--- src/rtl/br_pkg.sv ---
// Shared types and constants for the execute-stage branch resolution unit.
// Contents: funct3 encodings, FSM state enum, 2-bit BHT counter type and values,
//           and a helper that tells whether a funct3 names a real conditional branch.
package br_pkg;

    localparam logic [2:0] F3_BEQ  = 3'b000;
    localparam logic [2:0] F3_BNE  = 3'b001;
    localparam logic [2:0] F3_BLT  = 3'b100;
    localparam logic [2:0] F3_BGE  = 3'b101;
    localparam logic [2:0] F3_BLTU = 3'b110;
    localparam logic [2:0] F3_BGEU = 3'b111;

    typedef enum logic {
        IDLE  = 1'b0,
        FLUSH = 1'b1
    } br_state_e;

    typedef logic [1:0] bht_cnt_t;

    localparam bht_cnt_t SNT = 2'b00;
    localparam bht_cnt_t WNT = 2'b01;
    localparam bht_cnt_t WT  = 2'b10;
    localparam bht_cnt_t ST  = 2'b11;

    // 010 and 011 are not branch encodings; they must never train the BHT.
    function automatic logic f3_legal(input logic [2:0] f3);
        return (f3 != 3'b010) && (f3 != 3'b011);
    endfunction

endpackage

--- src/rtl/br_bht.sv ---
// Branch history table: ENTRIES saturating 2-bit counters, all reset to weakly not-taken.
// Latency: read is combinational; write lands on the next rising edge (same-cycle read sees old value).
// Backpressure: none; one read and one write per cycle always accepted.
// Ports: i_clk/i_rst_n clock and async active-low reset; i_rd_idx/o_rd_cnt fetch lookup;
//        i_wr_en/i_wr_idx/i_wr_taken training from resolved conditional branches.
module br_bht
    import br_pkg::*;
#(
    parameter int ENTRIES = 16,
    parameter int IDX_W   = $clog2(ENTRIES)
) (
    input  logic             i_clk,
    input  logic             i_rst_n,
    input  logic [IDX_W-1:0] i_rd_idx,
    output logic [1:0]       o_rd_cnt,
    input  logic             i_wr_en,
    input  logic [IDX_W-1:0] i_wr_idx,
    input  logic             i_wr_taken
);

    bht_cnt_t r_cnt [ENTRIES];

    for (genvar g = 0; g < ENTRIES; g++) begin : g_entry
        always_ff @(posedge i_clk or negedge i_rst_n) begin
            if (!i_rst_n) begin
                r_cnt[g] <= WNT;
            end else if (i_wr_en && (i_wr_idx == IDX_W'(g))) begin
                if (i_wr_taken) begin
                    if (r_cnt[g] != ST) r_cnt[g] <= r_cnt[g] + 2'd1;
                end else begin
                    if (r_cnt[g] != SNT) r_cnt[g] <= r_cnt[g] - 2'd1;
                end
            end
        end
    end

    assign o_rd_cnt = r_cnt[i_rd_idx];

endmodule

--- src/rtl/br_resolve.sv ---
// Execute-stage branch resolution: decides taken, checks the fetch prediction, redirects and flushes.
// Latency: redirect_valid/redirect_pc registered 1 cycle after EX; flush high FLUSH_CYCLES cycles.
// Backpressure: none; while flushing, EX inputs are wrong-path and ignored.
// Ports: i_clk, i_rst_n; ex_* execute-stage instruction; br_less/br_equal/br_unsigned comparator link;
//        if_pc/if_pred_taken fetch prediction; redirect_valid/redirect_pc/flush to the front end.
// Optional: define BR_RESOLVE_PERF_EN to add perf_br_cnt / perf_mis_cnt event counters.
module br_resolve
    import br_pkg::*;
#(
    parameter int BHT_ENTRIES  = 16,
    parameter int FLUSH_CYCLES = 2
) (
    input  logic        i_clk,
    input  logic        i_rst_n,
    input  logic        ex_valid,
    input  logic        ex_is_br,
    input  logic        ex_is_jmp,
    input  logic [2:0]  ex_funct3,
    input  logic [31:0] ex_pc,
    input  logic [31:0] ex_target,
    input  logic        ex_pred_taken,
    input  logic        br_less,
    input  logic        br_equal,
    output logic        br_unsigned,
    input  logic [31:0] if_pc,
    output logic        if_pred_taken,
    output logic        redirect_valid,
    output logic [31:0] redirect_pc,
    output logic        flush
`ifdef BR_RESOLVE_PERF_EN
    ,
    output logic [31:0] perf_br_cnt,
    output logic [31:0] perf_mis_cnt
`endif
);

    localparam int         IDX_W      = $clog2(BHT_ENTRIES);
    localparam logic [1:0] FLUSH_LOAD = 2'(FLUSH_CYCLES - 1);

    br_state_e   r_state;
    br_state_e   w_state_nxt;
    logic [1:0]  r_flush_cnt;
    logic [1:0]  w_flush_cnt_nxt;
    logic        r_redir_vld;
    logic [31:0] r_redir_pc;

    logic        w_cond;
    logic        w_taken;
    logic        w_resolve;
    logic        w_mispredict;
    logic [31:0] w_correct_pc;
    logic        w_bht_upd;
    logic [1:0]  w_bht_rd;

    // Signed/unsigned compare select comes straight from funct3 bit 1 (BLTU/BGEU).
    assign br_unsigned = ex_funct3[1];

    always_comb begin
        w_cond = 1'b0;
        case (ex_funct3)
            F3_BEQ:           w_cond = br_equal;
            F3_BNE:           w_cond = ~br_equal;
            F3_BLT, F3_BLTU:  w_cond = br_less;
            F3_BGE, F3_BGEU:  w_cond = ~br_less;
            default:          w_cond = 1'b0;
        endcase
    end

    // A jump wins over a simultaneously flagged branch.
    assign w_taken      = ex_is_jmp | (ex_is_br & w_cond);
    assign w_resolve    = ex_valid & (ex_is_br | ex_is_jmp) & (r_state == IDLE);
    assign w_mispredict = w_resolve & (w_taken != ex_pred_taken);
    assign w_correct_pc = w_taken ? ex_target : (ex_pc + 32'd4);
    assign w_bht_upd    = w_resolve & ex_is_br & ~ex_is_jmp & f3_legal(ex_funct3);

    always_comb begin
        w_state_nxt     = r_state;
        w_flush_cnt_nxt = r_flush_cnt;
        case (r_state)
            IDLE: begin
                if (w_mispredict) begin
                    w_state_nxt     = FLUSH;
                    w_flush_cnt_nxt = FLUSH_LOAD;
                end
            end
            FLUSH: begin
                if (r_flush_cnt == 2'd0) begin
                    w_state_nxt = IDLE;
                end else begin
                    w_flush_cnt_nxt = r_flush_cnt - 2'd1;
                end
            end
            default: begin
                w_state_nxt     = IDLE;
                w_flush_cnt_nxt = 2'd0;
            end
        endcase
    end

    always_ff @(posedge i_clk or negedge i_rst_n) begin
        if (!i_rst_n) begin
            r_state     <= IDLE;
            r_flush_cnt <= 2'd0;
            r_redir_vld <= 1'b0;
            r_redir_pc  <= 32'd0;
        end else begin
            r_state     <= w_state_nxt;
            r_flush_cnt <= w_flush_cnt_nxt;
            r_redir_vld <= w_mispredict;
            if (w_mispredict) r_redir_pc <= w_correct_pc;
        end
    end

    assign redirect_valid = r_redir_vld;
    assign redirect_pc    = r_redir_pc;
    // Entering FLUSH coincides with the redirect edge, so the state alone gives the flush window.
    assign flush          = (r_state == FLUSH);

    br_bht #(
        .ENTRIES (BHT_ENTRIES),
        .IDX_W   (IDX_W)
    ) u_bht (
        .i_clk      (i_clk),
        .i_rst_n    (i_rst_n),
        .i_rd_idx   (if_pc[IDX_W+1:2]),
        .o_rd_cnt   (w_bht_rd),
        .i_wr_en    (w_bht_upd),
        .i_wr_idx   (ex_pc[IDX_W+1:2]),
        .i_wr_taken (w_taken)
    );

    assign if_pred_taken = w_bht_rd[1];

    // Fetch PC bits outside the index and the counter LSB are intentionally not consumed.
    logic w_unused;
    assign w_unused = ^{if_pc[31:IDX_W+2], if_pc[1:0], w_bht_rd[0]};

`ifdef BR_RESOLVE_PERF_EN
    logic [31:0] r_perf_br;
    logic [31:0] r_perf_mis;

    always_ff @(posedge i_clk or negedge i_rst_n) begin
        if (!i_rst_n) begin
            r_perf_br  <= 32'd0;
            r_perf_mis <= 32'd0;
        end else begin
            if (w_resolve)    r_perf_br  <= r_perf_br + 32'd1;
            if (w_mispredict) r_perf_mis <= r_perf_mis + 32'd1;
        end
    end

    assign perf_br_cnt  = r_perf_br;
    assign perf_mis_cnt = r_perf_mis;
`endif

endmodule
--- config.mk ---
export PLATFORM = sky130hd
export DESIGN_NAME = br_resolve
export DESIGN_NICKNAME = d
export VERILOG_FILES = /design/src/rtl/br_pkg.sv /design/src/rtl/br_bht.sv /design/src/rtl/br_resolve.sv
export SDC_FILE = /design/constraint.sdc
export NUM_CORES = 1
export LEC_CHECK = 0
export ABC_CLOCK_PERIOD_IN_PS = 1800
export CELL_PAD_IN_SITES_DETAIL_PLACEMENT = 0
export CELL_PAD_IN_SITES_GLOBAL_PLACEMENT = 1
export CORE_MARGIN = 2
export CORE_UTILIZATION = 31
export CTS_CLUSTER_DIAMETER = 60
export DETAILED_ROUTE_END_ITERATION = 12
export PLACE_DENSITY = 0.85
export SLEW_MARGIN = 20
export SYNTH_ARGS = -nofsm -noshare
export SYNTH_HDL_FRONTEND = slang
export SYNTH_SLANG_ARGS = --single-unit
--- constraint.sdc ---
create_clock -name i_clk -period 1.8 [get_ports i_clk]
set_input_delay 0.45 -clock i_clk [delete_from_list [all_inputs] [get_ports i_clk]]
set_output_delay 0.45 -clock i_clk [all_outputs]
set_load 0.02 [all_outputs]
# Yosys cells after proc, flatten, opt, wreduce, memory -nomap -nowiden
# Cells that the tools add are included.
[classes]
addsub = 34
multipliers = 0
div_mod_pow = 0
order_cmp = 1
eq_ne = 57
shift = 0
mux = 59
n_bitwise = 14
n_reduce_logical = 71
[op_table]
columns = ["op", "n"]
rows = [
  ["2-bit two-way mux", 52],
  ["2-bit nonzero test", 32],
  ["3-bit AND reduction", 16],
  ["2-bit inequality test, second input constant", 18],
  ["2-bit by 1-bit subtractor with 2-bit output, second input constant", 17],
  ["2-bit by 1-bit adder with 2-bit output, second input constant", 16],
  ["32-bit by 3-bit adder with 32-bit output, second input constant", 1],
  ["4-bit equality test, second input constant", 8],
  ["32-bit two-way mux", 1],
  ["2-bit by 1-bit inequality test with 1-bit output, second input constant", 16],
  ["1-bit logical AND", 17],
  ["4-bit by 3-bit equality test with 1-bit output, second input constant", 4],
  ["3-bit equality test, second input constant", 4],
  ["2-bit binary-select mux with 4-bit select", 1],
  ["4-bit by 2-bit equality test with 1-bit output, second input constant", 2],
  ["1-bit bitwise AND", 7],
  ["3-bit by 2-bit inequality test with 1-bit output, second input constant", 2],
  ["5-bit >= comparator, second input constant", 1],
  ["4-bit inverter with 5-bit output", 1],
  ["4-bit by 1-bit equality test with 1-bit output, second input constant", 1],
  ["4-bit logical NOT", 1],
  ["1-bit inverter", 4],
  ["1-bit case mux with 4 select lines", 1],
  ["2-bit case mux with 2 select lines", 1],
  ["9 further kinds", 12],
]
[word_totals]
reg_bits = 68
latchBits = 0
mem_bits_rw = 0
romBits = 0
word_cells = 256
memories = 0

# Longest topological paths before layout
[logic_depth]
depth_word = 9
mapped_depth = 9

# Hierarchy
# Synthesis repeated with hierarchy kept, for this count alone.
[unflattened]
cells_unflattened = 519
area_unflattened_um2 = 4679.5
[modules_own_cells]
columns = ["mod", "n_inst", "cells_per_inst", "area_each_um2"]
rows = [
  ["br_resolve", 1, 288, 2518.7],
  ["br_bht", 1, 231, 2160.8],
]

# Least setup slack after synthesis
# No wires, ideal clock.
[synth_path]
path_type = "input to register"
startpoint = "input port ex_funct3[0]"
endpoint = "register r_redir_pc[10], in the netlist redirect_pc[10]"
setup_time_ns = 0.127
t_arrival_ns = 1.993
required_ns = 1.673
slack_ns = -0.320
path_stages = 9
n_path_buf = 3
path_cell_list = "xor2_1 a32o_1 buf_2 o211ai_4 and2_1 buf_4 inv_4 buf_6 mux2_1"
[synth_between]
elab_chain_cells = 7
word_cells_on_any_way = 14
[synth_rtl]
columns = ["item", "line", "source"]
rows = [
  ["start: declaration", "br_resolve.sv:18", "input logic [2:0] ex_funct3,"],
  ["3-bit equality test", "br_resolve.sv:60", "case (ex_funct3)"],
  ["2-bit OR reduction", "br_resolve.sv:60", ""],
  ["1-bit case mux with 4 select lines *", "br_resolve.sv:60", ""],
  ["1-bit bitwise AND *", "br_resolve.sv:70", "assign w_taken = ex_is_jmp | (ex_is_br & w_cond);"],
  ["1-bit bitwise OR *", "br_resolve.sv:70", ""],
  ["1-bit inequality test *", "br_resolve.sv:72", "assign w_mispredict = w_resolve & (w_taken != ex_pred_taken);"],
  ["1-bit bitwise AND *", "br_resolve.sv:72", ""],
  ["via w_mispredict", "br_resolve.sv:50", "logic w_mispredict;"],
  ["end signal: assignment", "br_resolve.sv:110", "if (w_mispredict) r_redir_pc <= w_correct_pc;"],
  ["end: declaration", "br_resolve.sv:45", "logic [31:0] r_redir_pc;"],
]
# Mark *: on every way through the listed nets, which the timed path passes. The rest lies on a longest branch.
# A chain may end at the register's enable or synchronous reset.

# Worst setup path after layout
[layout_path]
startpoint = "register u_bht.r_cnt[7] (netlist bit)"
endpoint = "output port if_pred_taken"
[layout_between]
elab_chain_cells = 3
[layout_rtl]
columns = ["item", "line", "source"]
rows = [
  ["start: declaration", "br_bht.sv:21", "bht_cnt_t r_cnt [ENTRIES];"],
  ["start signal: indexed assignment", "br_bht.sv:26", "r_cnt[g] <= WNT;"],
  ["2-bit binary-select mux with 4-bit select", "br_bht.sv:37", "assign o_rd_cnt = r_cnt[i_rd_idx];"],
  ["2-bit two-way mux (not written as such) (2 in a row)", "br_bht.sv:37", ""],
  ["end: declaration", "br_resolve.sv:26", "output logic if_pred_taken,"],
]
# Every way passes these cells. The select of a mux whose other input is x is not followed.

==> flow_metrics.tcl <==
set metrics [dict create \
    finalSetupViolCount 1 \
    die_h_um 123 \
    final_nets 831 \
    drt_wl_total_mm 15.3 \
    post-place-ws_ns -1.18 \
    violations "negative setup slack" \
    syn_inst 488 \
    synth_largest_area_cell "dfrtp_1" \
    path_cells "mux4_2, mux4_2, buf_6" \
    dieArea_um2 15200 \
    worstReg2RegEnd "u_bht.r_cnt[30]$_DFFE_PN1P_" \
    synth_top_area_share_pct 29.5 \
    n_antenna_cell 0 \
    worst_pin_slew_ns 0.466 \
    cts_tree "yes" \
    fmaxAchievable_mhz 436 \
    peakVddDrop_mv 0.632 \
    hp-class "input pin to asynchronous set/reset pin" \
    reg2reg_slack_ns 0.04 \
    clockRootBuffer "clkbuf_16" \
    drv_cap 0 \
    drv_slew 0 \
    path_buf_inv 1 \
    core_um2 13900 \
    numCtsBuffers 9 \
    relSlewSlack_pct 68.9 \
    ys_ff_latch 68 \
    layout-drive-gt1-share_pct 43.1 \
    skew_ns 0.00370 \
    dp_hpwl_mm 10.8 \
    synth_area_um2 4420 \
    final-hold-violation-count 0 \
    pin_count 143 \
    setup_ws_ns -0.494 \
    synthArstFlopShare_pct 100 \
    yosys-top-cells-count "o21ai_0 (54), dfrtp_1 (52), nand3_1 (41), a21oi_1 (32), inv_1 (26)" \
    drc 0 \
    crit_arrival_ns 1.84 \
    clockBufferDepth 2 \
    grt_max_degree 57 \
    grtUsageTotal_pct 20.2 \
    min_period_over_period_pct 127 \
    synth_edf_count 0 \
    firstDrtPassIters 5 \
    r2r_start "flush$_DFF_PN0_" \
    rsz0062_at_grt "true" \
    required_ns 1.35 \
    outcome "finished with violations" \
    slowest_delay_ns 0.49 \
    areaGrowthSynthToFinish_pct 70.7 \
    gr-total-overflow 0 \
    whs_ns 0.0638 \
    cts_num_sinks 68 \
    wl_per_cell_um 17.0 \
    vias 4816 \
    cts_hold_buffers 0 \
    initialDrtViolationCount 326 \
    reg2regPathDepth 7 \
    gp_congestion 0.852 \
    cp_max_fo 2 \
    antenna_found_initial 0 \
    period_needed_ns 2.29 \
    std_cell_rows 43 \
    ys_types 56 \
    port_buffers 114 \
    grt_pass1_wl_mm 23.9 \
    p_leak_nw 3.30 \
    path_class "register to output pin" \
    clk-insertion-delay-late_ns 0.34 \
    drtAntennaViolNets 0 \
    synth.most_common_cell "o21ai_0" \
    endpoint_kind "output pin" \
    p_total_w 0.00691 \
    finalNonFillerCells 904 \
    yosysSeqAreaShare_pct 39.0 \
    ys_warn_count 0 \
    syn_area_per_cell_um2 9.05 \
    synth_area_leaders "dfrtp_1 (29%), dfstp_2 (9.5%), o21ai_0 (6.1%)" \
    crit_slowest_cell "mux4_2" \
    critical-path-top-delay-family "multiplexers" \
    place_inst 859 \
    floorplan.initialDensity_pct 31.8 \
    grt_pass1_vias 4759 \
    cts.htree.levels 3 \
    synth_flop_cell "dfrtp_1" \
    die_w_um 123 \
    routed_via_density 5.33 \
    cpMostUsedCell "mux4_2" \
    p_per_area_nw_per_um2 916 \
    final_cell_area_um2 7540 \
    cp-start-kind "register" \
    synth_nets 600 \
    placed_area_um2 6660 \
    clkSlewWorstSetupHoldPaths_ns 0.06 \
]
[cells by family (layout without fill, tap and decap cells)]
| family | after synthesis | after routing | synth area share [%] |
|---|---|---|---|
| adder cells (fa/ha/maj) | 5 | 5 | 1.42 |
| AND/OR/NAND/NOR | 167 | 167 | 20.6 |
| XOR/XNOR | 14 | 14 | 2.78 |
| flip-flops | 68 | 68 | 39.0 |
| AO/OA/AOI/OAI | 144 | 144 | 20.7 |
| multiplexers | 32 | 32 | 9.38 |
| buffers and inverters | 58 | 294 | 6.09 |
[placed cells by master, fill, tap and decap left out, drive strengths merged, types with 10 or more instances in the layout]
master,netlist,routed
a21oi,32,32
and3,20,20
buf,19,143
clkbuf,12,27
clkdlybuf4s50,0,67
dfrtp,52,52
dfstp,16,16
dlygate4sd2,0,10
inv,27,28
mux2,25,25
nand2,19,19
nand3,42,42
nand4,13,13
nor2,17,17
nor3,20,20
o211ai,15,15
o21ai,54,54
o31ai,14,14
[how the worst max path moves through the flow]
| stage | start | to | slack (ns) | depth (start not counted) |
|---|---|---|---|---|
| after floorplan | ex_funct3[0] | redirect_pc[10]$_DFFE_PN0P_ | -0.28 | 9 |
| after global placement | if_pc[2] | if_pred_taken | -1.18 | 4 |
| after detailed placement | if_pc[3] | if_pred_taken | -1.18 | 4 |
| after CTS | u_bht.r_cnt[7]$_DFFE_PN0P_ | if_pred_taken | -0.50 | 3 |
| after global routing | u_bht.r_cnt[17]$_DFFE_PN0P_ | if_pred_taken | -0.51 | 3 |
| final | u_bht.r_cnt[7]$_DFFE_PN0P_ | if_pred_taken | -0.49 | 3 |
[metrics by stage]
step	setup TNS (ns)	util, %
final	-0.494	54.3
after global routing	-0.735	54.3
after CTS	-0.818	52.6
after detailed placement	-45.47	48.0
after global placement	-43.75	48.0
after floorplan	-5.86	-
[state kept, by name (all words and copies together), names as in the netlist]
register / count
flush: 1
u_bht.r_cnt: 32
redirect_pc: 32
r_flush_cnt: 2
redirect_valid: 1
[layout make-up]
class	instances	area (um^2)
clock buffers	9	225
clock inverters	7	67.6
fillers	1238	6340
inverters	27	114
multi-input cells	362	2900
flip-flops and latches	68	1720
well taps	180	225
repair buffers	250	2270
repair inverters	1	11.3
[where the power goes]
group / total (W) / leakage [nW] / switching [W] / internal, W
combinational: 0.00290 / 2.41 / 0.00136 / 0.00154
sequential: 0.00225 / 0.755 / 0.000253 / 0.00200
clock: 0.00175 / 0.137 / 0.000692 / 0.00106
[routing by layer]
| layer | vias to the layer above | routed length, um | share of wire (%) | track usage [%] |
|---|---|---|---|---|
| li1 | 2288 | - | - | - |
| met4 | 0 | 329 | 2.1 | 7.46 |
| met3 | 26 | 831 | 5.4 | 4.15 |
| met2 | 166 | 7490 | 49 | 33.8 |
| met5 | - | 0 | 0 | 0 |
| met1 | 2336 | 6700 | 44 | 25.8 |
[timing repair]
action | 4_1_cts | 5_1_grt
pin swaps | 18 | 21
setup endpoints to repair | 72 | 66
gates cloned | 2 | 2
setup buffers | 19 | 8
resized for setup | 131 | 82
Power figures use the tool's default switching activity.
